==> src/rtl/clk_duty.sv <==
// Button-controlled PWM generator: four debounced-edge buttons adjust an 8-bit duty setting,
// clk is a frame-synchronous PWM at that duty, and the duty is shown on 7-segment digits.
module clk_duty #(
  parameter int unsigned PERIOD      = 100,
  parameter int unsigned RESET_DUTY  = 50,
  parameter int unsigned STEP_FINE   = 1,
  parameter int unsigned STEP_COARSE = 10
) (
  input  logic       clkin,
  input  logic       reset,
  input  logic       inc,
  input  logic       inc1,
  input  logic       dec,
  input  logic       dec1,
  output logic       clk,
  output logic [0:6] d0,
  output logic [0:6] d1,
  output logic [0:6] d2,
  output logic [0:6] d3,
  output logic [7:0] d
);

  localparam logic [7:0]        PeriodVal = 8'(PERIOD);
  localparam logic [7:0]        ResetVal  = 8'(RESET_DUTY);
  localparam logic [7:0]        LastCnt   = 8'(PERIOD - 1);
  localparam logic signed [9:0] PeriodS   = 10'(PERIOD);
  localparam logic signed [9:0] FineS     = 10'(STEP_FINE);
  localparam logic signed [9:0] CoarseS   = 10'(STEP_COARSE);
  localparam logic [1:0]        FillFull  = 2'd3;

  // Button vector in priority order: [0]=inc1, [1]=inc, [2]=dec1, [3]=dec
  logic [3:0] btn_raw;
  logic [3:0] sync1_q, sync1_d;
  logic [3:0] sync2_q, sync2_d;
  logic [3:0] prev_q, prev_d;
  logic [1:0] fill_q, fill_d;
  logic [3:0] press;

  logic [7:0] d_q, d_d;
  logic [7:0] active_q, active_d;
  logic [7:0] cnt_q, cnt_d;
  logic       clk_q, clk_d;

  logic signed [9:0] step;
  logic signed [9:0] sum;

  logic [3:0] ones, tens, hund;

  assign btn_raw = {dec, dec1, inc, inc1};

  // prev_q holds a reset value until three real samples have passed through, so a button held
  // low across reset release is not mistaken for a fresh press.
  always_comb begin
    sync1_d = btn_raw;
    sync2_d = sync1_q;
    prev_d  = sync2_q;
    fill_d  = (fill_q == FillFull) ? fill_q : fill_q + 2'd1;
  end

  assign press = prev_q & ~sync2_q & {4{fill_q == FillFull}};

  always_comb begin
    step = '0;
    d_d  = d_q;
    if (press[0]) begin
      step = CoarseS;
    end else if (press[1]) begin
      step = FineS;
    end else if (press[2]) begin
      step = -CoarseS;
    end else if (press[3]) begin
      step = -FineS;
    end
    sum = $signed({2'b00, d_q}) + step;
    if (press != 4'b0000) begin
      if (sum > PeriodS) begin
        d_d = PeriodVal;
      end else if (sum < 0) begin
        d_d = '0;
      end else begin
        d_d = sum[7:0];
      end
    end
  end

  // Active duty only changes on the last cycle of a frame, keeping each frame glitch-free.
  always_comb begin
    if (cnt_q == LastCnt) begin
      cnt_d    = '0;
      active_d = d_q;
    end else begin
      cnt_d    = cnt_q + 8'd1;
      active_d = active_q;
    end
    clk_d = (cnt_q < active_q);
  end

  always_ff @(posedge clkin or posedge reset) begin
    if (reset) begin
      sync1_q  <= '1;
      sync2_q  <= '1;
      prev_q   <= '1;
      fill_q   <= '0;
      d_q      <= ResetVal;
      active_q <= ResetVal;
      cnt_q    <= '0;
      clk_q    <= 1'b0;
    end else begin
      sync1_q  <= sync1_d;
      sync2_q  <= sync2_d;
      prev_q   <= prev_d;
      fill_q   <= fill_d;
      d_q      <= d_d;
      active_q <= active_d;
      cnt_q    <= cnt_d;
      clk_q    <= clk_d;
    end
  end

  function automatic logic [0:6] seg7(input logic [3:0] v);
    logic [0:6] s;
    case (v)
      4'd0:    s = 7'b0000001;
      4'd1:    s = 7'b1001111;
      4'd2:    s = 7'b0010010;
      4'd3:    s = 7'b0000110;
      4'd4:    s = 7'b1001100;
      4'd5:    s = 7'b0100100;
      4'd6:    s = 7'b0100000;
      4'd7:    s = 7'b0001111;
      4'd8:    s = 7'b0000000;
      4'd9:    s = 7'b0000100;
      default: s = 7'b1111111;
    endcase
    return s;
  endfunction

  always_comb begin
    ones = 4'(d_q % 8'd10);
    tens = 4'((d_q / 8'd10) % 8'd10);
    hund = 4'(d_q / 8'd100);
  end

  assign d0  = seg7(ones);
  assign d1  = seg7(tens);
  assign d2  = seg7(hund);
  assign d3  = 7'b1111111;
  assign d   = d_q;
  assign clk = clk_q;

endmodule

==> config.mk <==
export PLATFORM = sky130hd
export DESIGN_NAME = clk_duty
export DESIGN_NICKNAME = d
export VERILOG_FILES = /design/src/rtl/clk_duty.sv
export SDC_FILE = /design/constraint.sdc
export NUM_CORES = 1
export LEC_CHECK = 0
export CORE_MARGIN = 8
export CORE_UTILIZATION = 40
export DETAILED_ROUTE_END_ITERATION = 8
export MAX_ROUTING_LAYER = met4
export PLACE_DENSITY = 0.72
export SYNTH_ARGS = -nofsm -noshare
export SYNTH_HDL_FRONTEND = slang
export SYNTH_SLANG_ARGS = --single-unit
export TNS_END_PERCENT = 5
==> constraint.sdc <==
create_clock -name clkin -period 9.7 [get_ports clkin]
set_clock_uncertainty 0.05 [all_clocks]
set_input_delay 1.455 -clock clkin [delete_from_list [all_inputs] [get_ports clkin]]
set_output_delay 1.455 -clock clkin [all_outputs]
set_load 0.02 [all_outputs]
-- Word level (Yosys, flattened, before mapping)
Memories as Yosys holds them, arrays and structs flattened.
Cells that the tools add are included.
- add/subtract/negate cells: 3
- div/mod/pow operators: 4
- magnitude comparators: 3
- equality and inequality tests: 2
- mux-type cells: 7
- bitwise gates (word level): 3
- reduce and logical (&&, ||, !) cells: 1
- operators by type and width (kind ; number):
    $mux W10 ; 4
    $mux W8 ; 3
    $mod A8 B4 Y8 const B ; 2
    $add A9 B10 Y10 ; 1
    $gt A10 B8 Y1 const B ; 1
    $lt A10 B1 Y1 const B ; 1
    $add A8 B1 Y8 const B ; 1
    $and A4 B4 Y4 ; 2
    $div A8 B4 Y8 const B ; 1
    $div A8 B7 Y8 const B ; 1
    $eq A8 B7 Y1 const B ; 1
    $lt A8 B8 Y1 ; 1
    $not A4 Y4 ; 1
    $reduce_bool A4 Y1 ; 1
    $add A2 B1 Y2 const B ; 1
    $eq A2 B2 Y1 const B ; 1
- register bits: 39
- memory bits (read-only): 336
- output and inout bits: 37
- word-level logic and storage cells: 34
- memories kept: 3
- memories (memory ; depth ; width ; rd ports ; clocked after Yosys merged registers in ; write ports ; line ; text):
    (name not given) ; 16 ; 7 ; 1 ; 0 ; 0 ; 122 ; case (v)
    (name not given) ; 16 ; 7 ; 1 ; 0 ; 0 ; 122 ;
    (name not given) ; 16 ; 7 ; 1 ; 0 ; 0 ; 122 ;

-- Longest topological paths before layout
- depth in word-level cells: 11
- gate-level depth with buffers: 20
- depth with buffers taken out: 17

-- Worst setup path before layout
No wires, ideal clock.
- path type: register to output
- start: register d_q[4], in the netlist d[4]
- end: output port d1[5] in the netlist's numbering
- arrival: 4.216 ns
- setup slack: 3.979 ns
- stages on the path, launching flop included: 21
- path buffers: 3
- path through: dfstp_2 > buf_2 > buf_2 > buf_2 > nor2_1 > o21ai_0 > a32oi_2 > inv_1 > ha_1 > o211ai_1 > a221oi_2 > and3b_1 > a21boi_4 > o211ai_2 > nor2_1 > o21ai_1 > ha_1 > a2111oi_0 > a311o_1 > o2111ai_1 > a22oi_1
- cells in the longest elaborated chain, start to end: 3
- ends and longest elaborated chain (item ; line ; text):
    from (decl) ; 39 ; logic [7:0] d_q, d_d;
    from (signal assigned) ; 104 ; d_q <= ResetVal;
    $div A8 B4 Y8 ; 140 ; tens = 4'((d_q / 8'd10) % 8'd10);
    $mod A8 B4 Y8 ; 140 ;
    $mem_v2 Z16 W7 ; - ;
    to (decl) ; 17 ; output logic [0:6] d1,
No other way between the ends.

-- Worst setup path after layout
- start: register d_q[6], in the netlist d[6]
- end: output port d1[5] in the netlist's numbering
The elaborated chain is that of the path after synthesis.

==> flow_summary_export.csv <==
group,metric,value,unit
status,outcome,"complete, no violations",
clock_tree,cts_tree,"done",
cells_and_area,multi_input_area,2439,um^2
clock_tree,cts_buffer_depth,2,
yosys,synth_top_area_share,0.1411,
yosys,synth_area,3725,um^2
run,cap_violations,0,
die,die_x,112.5,um
setup_path,path_common_cell,"ha_1",
hold_path,hold_path.class,"reg2reg",
cells_and_area,final_net_count,504,
setup_path,crit_family,"compound AO/OA/AOI/OAI gates",
yosys,syn_inst,446,
sta,min_period_over_period,0.7448,
detailed_routing,drt_wl_total,8.537,mm
setup_path,path_max_fanout,30,
cells_and_area,fill_cells,878,
die,rows,35,
hold_path,hold_path_depth,0,
global_routing,grt_usage,0.1388,
clock_tree,cts_setup_buffers,0,
detailed_routing,firstDrtPassIters,7,
clock_tree,root_buffer,"clkbuf_8",
detailed_routing,detail_route.iter0.violations,213,
clock_tree,hold_buffers,0,
setup_path,critPathBufInv,2,
die,start_util,0.4070,
sta,maxSlewViolCount,0,
yosys,ys_ff_latch,39,
detailed_routing,ant_nets,0,
yosys,ys_seq_area_frac,0.2681,
placement,numPortBuffers,34,
clock_tree,post_cts_resized,0,
global_routing,grt_pass1_wl,14.56,mm
setup_path,slowest_stage,"dfrtp_1",
sta,rsz0062_at_grt,"no",
detailed_routing,vias,3247,
clock_tree,clk_pin_slew_worst_paths,0.08,ns
cells_and_area,drive_above_1_share,0.1030,
die,core_area,9153,um^2
setup_path,worstPathCellList,"nor2b_1 > mux2i_1 > a32oi_2 > inv_1 > ha_1 > o211ai_1 > a221oi_2 > and3b_1 > a21boi_4 > o211ai_2 > nor2_1 > o21ai_1 > ha_1 > a2111oi_0 > a311o_1 > o2111ai_1 > a22oi_1 > clkdlybuf4s50_1",
setup_path,crit_type,"reg2out",
global_routing,grt_pass1_vias,3030,
clock_tree,cts_buffers,5,
setup_path,crit_cells,18,
cells_and_area,diodes,0,
detailed_routing,avgViaCountPerCell,5.627,
yosys,yosys.area.top_type,"dfrtp_1",
die,ios,43,
setup_path,cp-end-kind,"output port",
setup_path,r2r_cells,13,
setup_path,start_kind,"flip-flop",
yosys,synthTopCellsByCount,"39 x nand2_1, 33 x inv_1, 32 x ha_1",
clock_tree,cts_sinks,39,
yosys,synth.most_common_cell,"nand2_1",
yosys,synth_area_leaders,"dfrtp_1 14%, dfstp_2 13%, ha_1 11%",
global_routing,grt_start_max_net_pins,40,
placement,gp_congestion,0.9230,
placement,dp_hpwl,6.414,mm
yosys,async_flop_share,1.000,
setup_path,critical_path_required,8.20,ns
die,dieArea,12660,um^2
clock_tree,cts_max_level,2,
sta,fmax,138.4,MHz
die,die_h,112.5,um
setup_path,max_stage_delay,0.95,ns
detailed_routing,wl_per_cell,14.80,um
sta,finalHoldViolations,0,
sta,tightest_slew,1.067,ns
yosys,synth_edf_count,0,
sta,timing.final.crit_period,7.224,ns
yosys,synth_area_per_cell,8.352,um^2
global_routing,antenna_found_initial,0,
clock_tree,insertion_delay,0.29,ns
global_routing,grt-ovfl-total,0,
detailed_routing,drc,0,
yosys,ys_types,81,
yosys,synth_ff_type,"dfrtp_1",
cells_and_area,regArea,998.5,um^2
sta,setup_viol,0,
cells_and_area,area_growth,12.90,%
yosys,yosys_warnings,0,
sta,fin_tns_setup,0,ns
sta,relSlewSlack,0.2829,
setup_path,critical_path_arrival,5.72,ns
==> per-layer routing <==
layer	vias up	share of wire	track usage	wire length (um)
met2	79	0.50	0.2288	4247
li1	1622	-	-	-
met1	1525	0.44	0.1702	3762
met4	0	0.025	0.04766	211
met5	-	0	-	0
met3	21	0.037	0.02040	316
==> registers in the layout, indices dropped and copies added (netlist names) <==
name and flops:
active_q 8, d 8, sync1_q 4, prev_q 4, prev_d 4, fill_q 2
clk 1, cnt_q 8
==> cell type report <==
| type | instances | area share |
|---|---|---|
| multi-input cells | 345 | 0.5799 |
| inverters | 38 | 0.03392 |
| flip-flops and latches | 39 | 0.2374 |
| clock buffers | 6 | 0.02231 |
| repair buffers | 36 | 0.08450 |
| well taps | 111 | 0.03303 |
| clock inverters | 2 | 0.008926 |
==> through the flow <==
step	hold slack, ns	std cells	util	area [um^2]	worst slack, ns
global placement	0.2956	569	0.4451	4074	3.179
finish	0.3071	577	0.4595	4205	2.476
global route	0.3106	577	0.4595	4205	2.173
CTS	0.3087	577	0.4595	4205	2.546
floorplan	0.2952	452	-	3747	3.979
detailed placement	0.2968	569	0.4451	4074	2.889
==> final timing paths <==
check                           slack (ns)          end        from
worst max-delay path                  2.48        d1[5]        d[6]
worst min-delay path                  0.31    prev_d[3]  sync1_q[3]
worst max register to register        5.82         d[0]   fill_q[0]
worst min register to register        0.31    prev_d[3]  sync1_q[3]
max in group asynchronous             7.73  active_q[1]       reset
min in group asynchronous             1.52          clk       reset
==> cell families (layout without fill, tap and decap cells) <==
group / after synthesis / after routing / share of synthesized area
compound gates: 124 / 124 / 0.2415
mux: 14 / 14 / 0.03897
xor+xnor: 22 / 22 / 0.05173
flops: 39 / 39 / 0.2681
buf+inv: 68 / 82 / 0.08330
simple gates: 143 / 143 / 0.1989
other cells: 2 / 8 / 0.002016
fa+ha+maj: 34 / 34 / 0.1156
==> cell usage in the layout (no fill, tap or decap), types with 5 or more instances in the layout <==
cell and instances:
a21o_1 7, a21oi_1 20, a22oi_1 8, a31oi_1 5, and2_1 5, and3_1 7, clkbuf_8 5, clkdlybuf4s50_1 34
conb_1 8, dfrtp_1 21, dfstp_2 18, ha_1 32, inv_1 33, mux2i_1 10, nand2_1 39, nand2b_1 6
nand3_1 12, nor2_1 31, nor2b_1 11, nor3_1 8, o21ai_0 24, o21ai_1 8, xnor2_1 19
Power is not shown: default switching activity piles up to over one toggle a cycle in this logic, so the estimate is an artifact.
==> RTL change (same flow settings) <==
Make the reset (`reset`) synchronous in one clocked block.
--- a/src/rtl/clk_duty.sv
+++ b/src/rtl/clk_duty.sv
@@ -96,5 +96,5 @@
   end
 
-  always_ff @(posedge clkin or posedge reset) begin
+  always_ff @(posedge clkin) begin
     if (reset) begin
       sync1_q  <= '1;
Function: differs if reset is asserted again (counterexample within 4 cycles, from zero or initial values and one cycle with reset high); with reset held inactive, the same outputs for 10 cycles.
==> RTL change against the unedited design <==
- register-to-register slack got worse by 0.32 ns
- worst setup slack improved by 0.84 ns
- final area fell by 7.1%
- wire length fell by 9.2%
- count of clock-buffer cells in the layout fell by 1
- die area fell by 5.3%
- synthesized area fell by 6.1%
- first-iteration DRC count fell by 47%
- sequential share of layout area fell by 3.7 points
- global-route usage rose by 0.10 points
- sequential cell count did not move
Power is left out: it rests on default switching activity, and per cell area and clock period it moved more than threefold.
==> RTL change: results (changes against the unedited design) <==
Placed design
  • RD Place Congestion: 0.870 (-5.7%)
  • Post-place setup slack: 3.61 ns (+0.717 ns)
  • Cells after DPL: 554 (-2.6%)
  • HPWL Detailed: 6070 um (-5.4%)
  • I/O Buffers: 34 (unchanged)

Finish
  • Antenna Cells: 0 (unchanged)
  • Share of cells above drive strength 1: 0.113 (+0.00983)
  • Layout fillers: 840 (-4.3%)
  • Final nets: 492 (-2.4%)

Global routing
  • Total Routing Usage GR: 0.140 (+0.00101)
  • Initial antenna violation count: 0 (unchanged)
  • First-pass GRT wire length: 13800 um (-5.4%)
  • Largest net degree at the start of global routing: 26 (-35%)

Synthesis
  • Count leader, synth: nor2_1
  • Sequential-to-total area share from yosys stat: 0.223 (-0.0448)
  • Yosys cell types: 77 (-4.9%)
  • Main synth FF type: dfxtp_1
  • Syn_area_per_cell: 8.02 sq um (-4.0%)
  • Top cells by area, synth: dfxtp_1 (22%), ha_1 (11%), mux2i_1 (4.3%)
  • Syn. warnings: 0 (unchanged)
  • Share of flip-flops with an asynchronous set or reset: 0 (-1.00)
  • Post-synth top cells: nor2_1 (40), dfxtp_1 (39), ha_1 (32), inv_1 (30), a21oi_1 (28)

CTS
  • Clock buffer depth: 2 (unchanged)
  • Clock-pin slew on the worst setup and hold paths: 0.07 ns
  • H-tree depth: 2 (unchanged)
  • Clock latency on the worst-skew pair: between 0.2 and 0.3 ns
  • Post-cts repair resize count: 0 (unchanged)
  • Post-CTS Setup Inserts: 0 (unchanged)
  • CTS root buf: clkbuf_8
  • TritonCTS buffer count: 5 (unchanged)

Setup path
  • Critical path peak fanout: 24 (-20%)
  • R2R depth: 13 (unchanged)
  • CP Data Arrival Time: 4.88 ns (-0.84 ns)

Hold path
  • Hold depth: 1 (+1)
  • Hold crit path type: flop to flop

Status
  • Status: finished clean

Route
  • DR iter-0 viols: 113 (-47%)
  • Routed len/inst: 13.8 um (-6.5%)
  • Vias per inst: 5.40 (-4.0%)
  • 1st-pass router iterations: 5 (-2)
  • Routed vias: 3024 (-6.9%)

Timing
  • Worst-Margin Slew: 0.780 ns (-0.287 ns)
==> RTL change: cell types whose count changed in the layout (fill, tap and decap cells not counted), moves of 13 or more <==
cell,change
dfrtp_1,-21
nand2_1,-16
or2_2,+13
dfstp_2,-18
dfxtp_1,+39
==> RTL change: metrics by stage <==
stage | util | instance area, sq um | hold slack, ns
after CTS | 0.454 | 3910 | 0.362
after detailed placement | 0.446 | 3830 | 0.345
final | 0.454 | 3910 | 0.359
after global routing | 0.454 | 3910 | 0.373
after global placement | 0.446 | 3830 | 0.343
after floorplan | - | 3520 | 0.339
==> RTL change: logic make-up (layout without fill, tap and decap cells) <==
kind of cell,count (synthesis),in the layout,share of synthesized area
flip-flops,39,39,0.223
multiplexers,18,18,0.0537
AO/OA/AOI/OAI,129,129,0.267
other,2,8,0.00215
AND/OR/NAND/NOR,132,132,0.196
buffers and inverters,65,75,0.0891
adder cells (fa/ha/maj),35,35,0.126
XOR/XNOR,16,16,0.0422
==> RTL change: per-layer routing <==
metal	track usage	wire [um]	vias up
met5	-	0	-
met4	0.0338	105	0
met3	0.0193	391	9
met2	0.248	3840	66
met1	0.162	3410	1399
li1	-	-	1550
==> RTL change: critical path, stage by stage (launching register included) <==
cell and delay [ns]:
dfxtp_1 0.80, nand2b_1 0.33, nor2_1 0.16, nor2_1 0.05, o21ai_0 0.16, a21oi_1 0.13, inv_1 0.12, ha_1 0.17
o211a_1 0.24, o211a_4 0.24, a31oi_1 0.10, ha_1 0.25, nor2_1 0.20, nor2_1 0.08, a2bb2oi_1 0.17, o211a_1 0.32
mux2_4 0.33, a21oi_2 0.13, clkdlybuf4s50_1 0.61
==> RTL change: path summary, 6_finish.rpt <==
path                           to  slack (ns)              startpoint
max                         d1[4]        3.32       d[5]$_SDFFE_PP1P_
min          prev_d[1]$_SDFF_PP1_        0.36   sync1_q[1]$_SDFF_PP1_
max reg2reg     d[3]$_SDFFE_PP0P_        5.50  fill_q[0]$_SDFFE_PP0N_
min reg2reg  prev_d[1]$_SDFF_PP1_        0.36   sync1_q[1]$_SDFF_PP1_
==> RTL change: final cells by class <==
type | count | area (sq um) | share of cell area
Timing Repair Buffer | 36 | 355 | 0.0910
Multi-Input combinational cell | 338 | 2430 | 0.623
Inverter | 33 | 124 | 0.0317
Clock inverter | 1 | 7.51 | 0.00192
Tap cell | 108 | 135 | 0.0346
Sequential cell | 39 | 781 | 0.200
Clock buffer | 5 | 68.8 | 0.0176
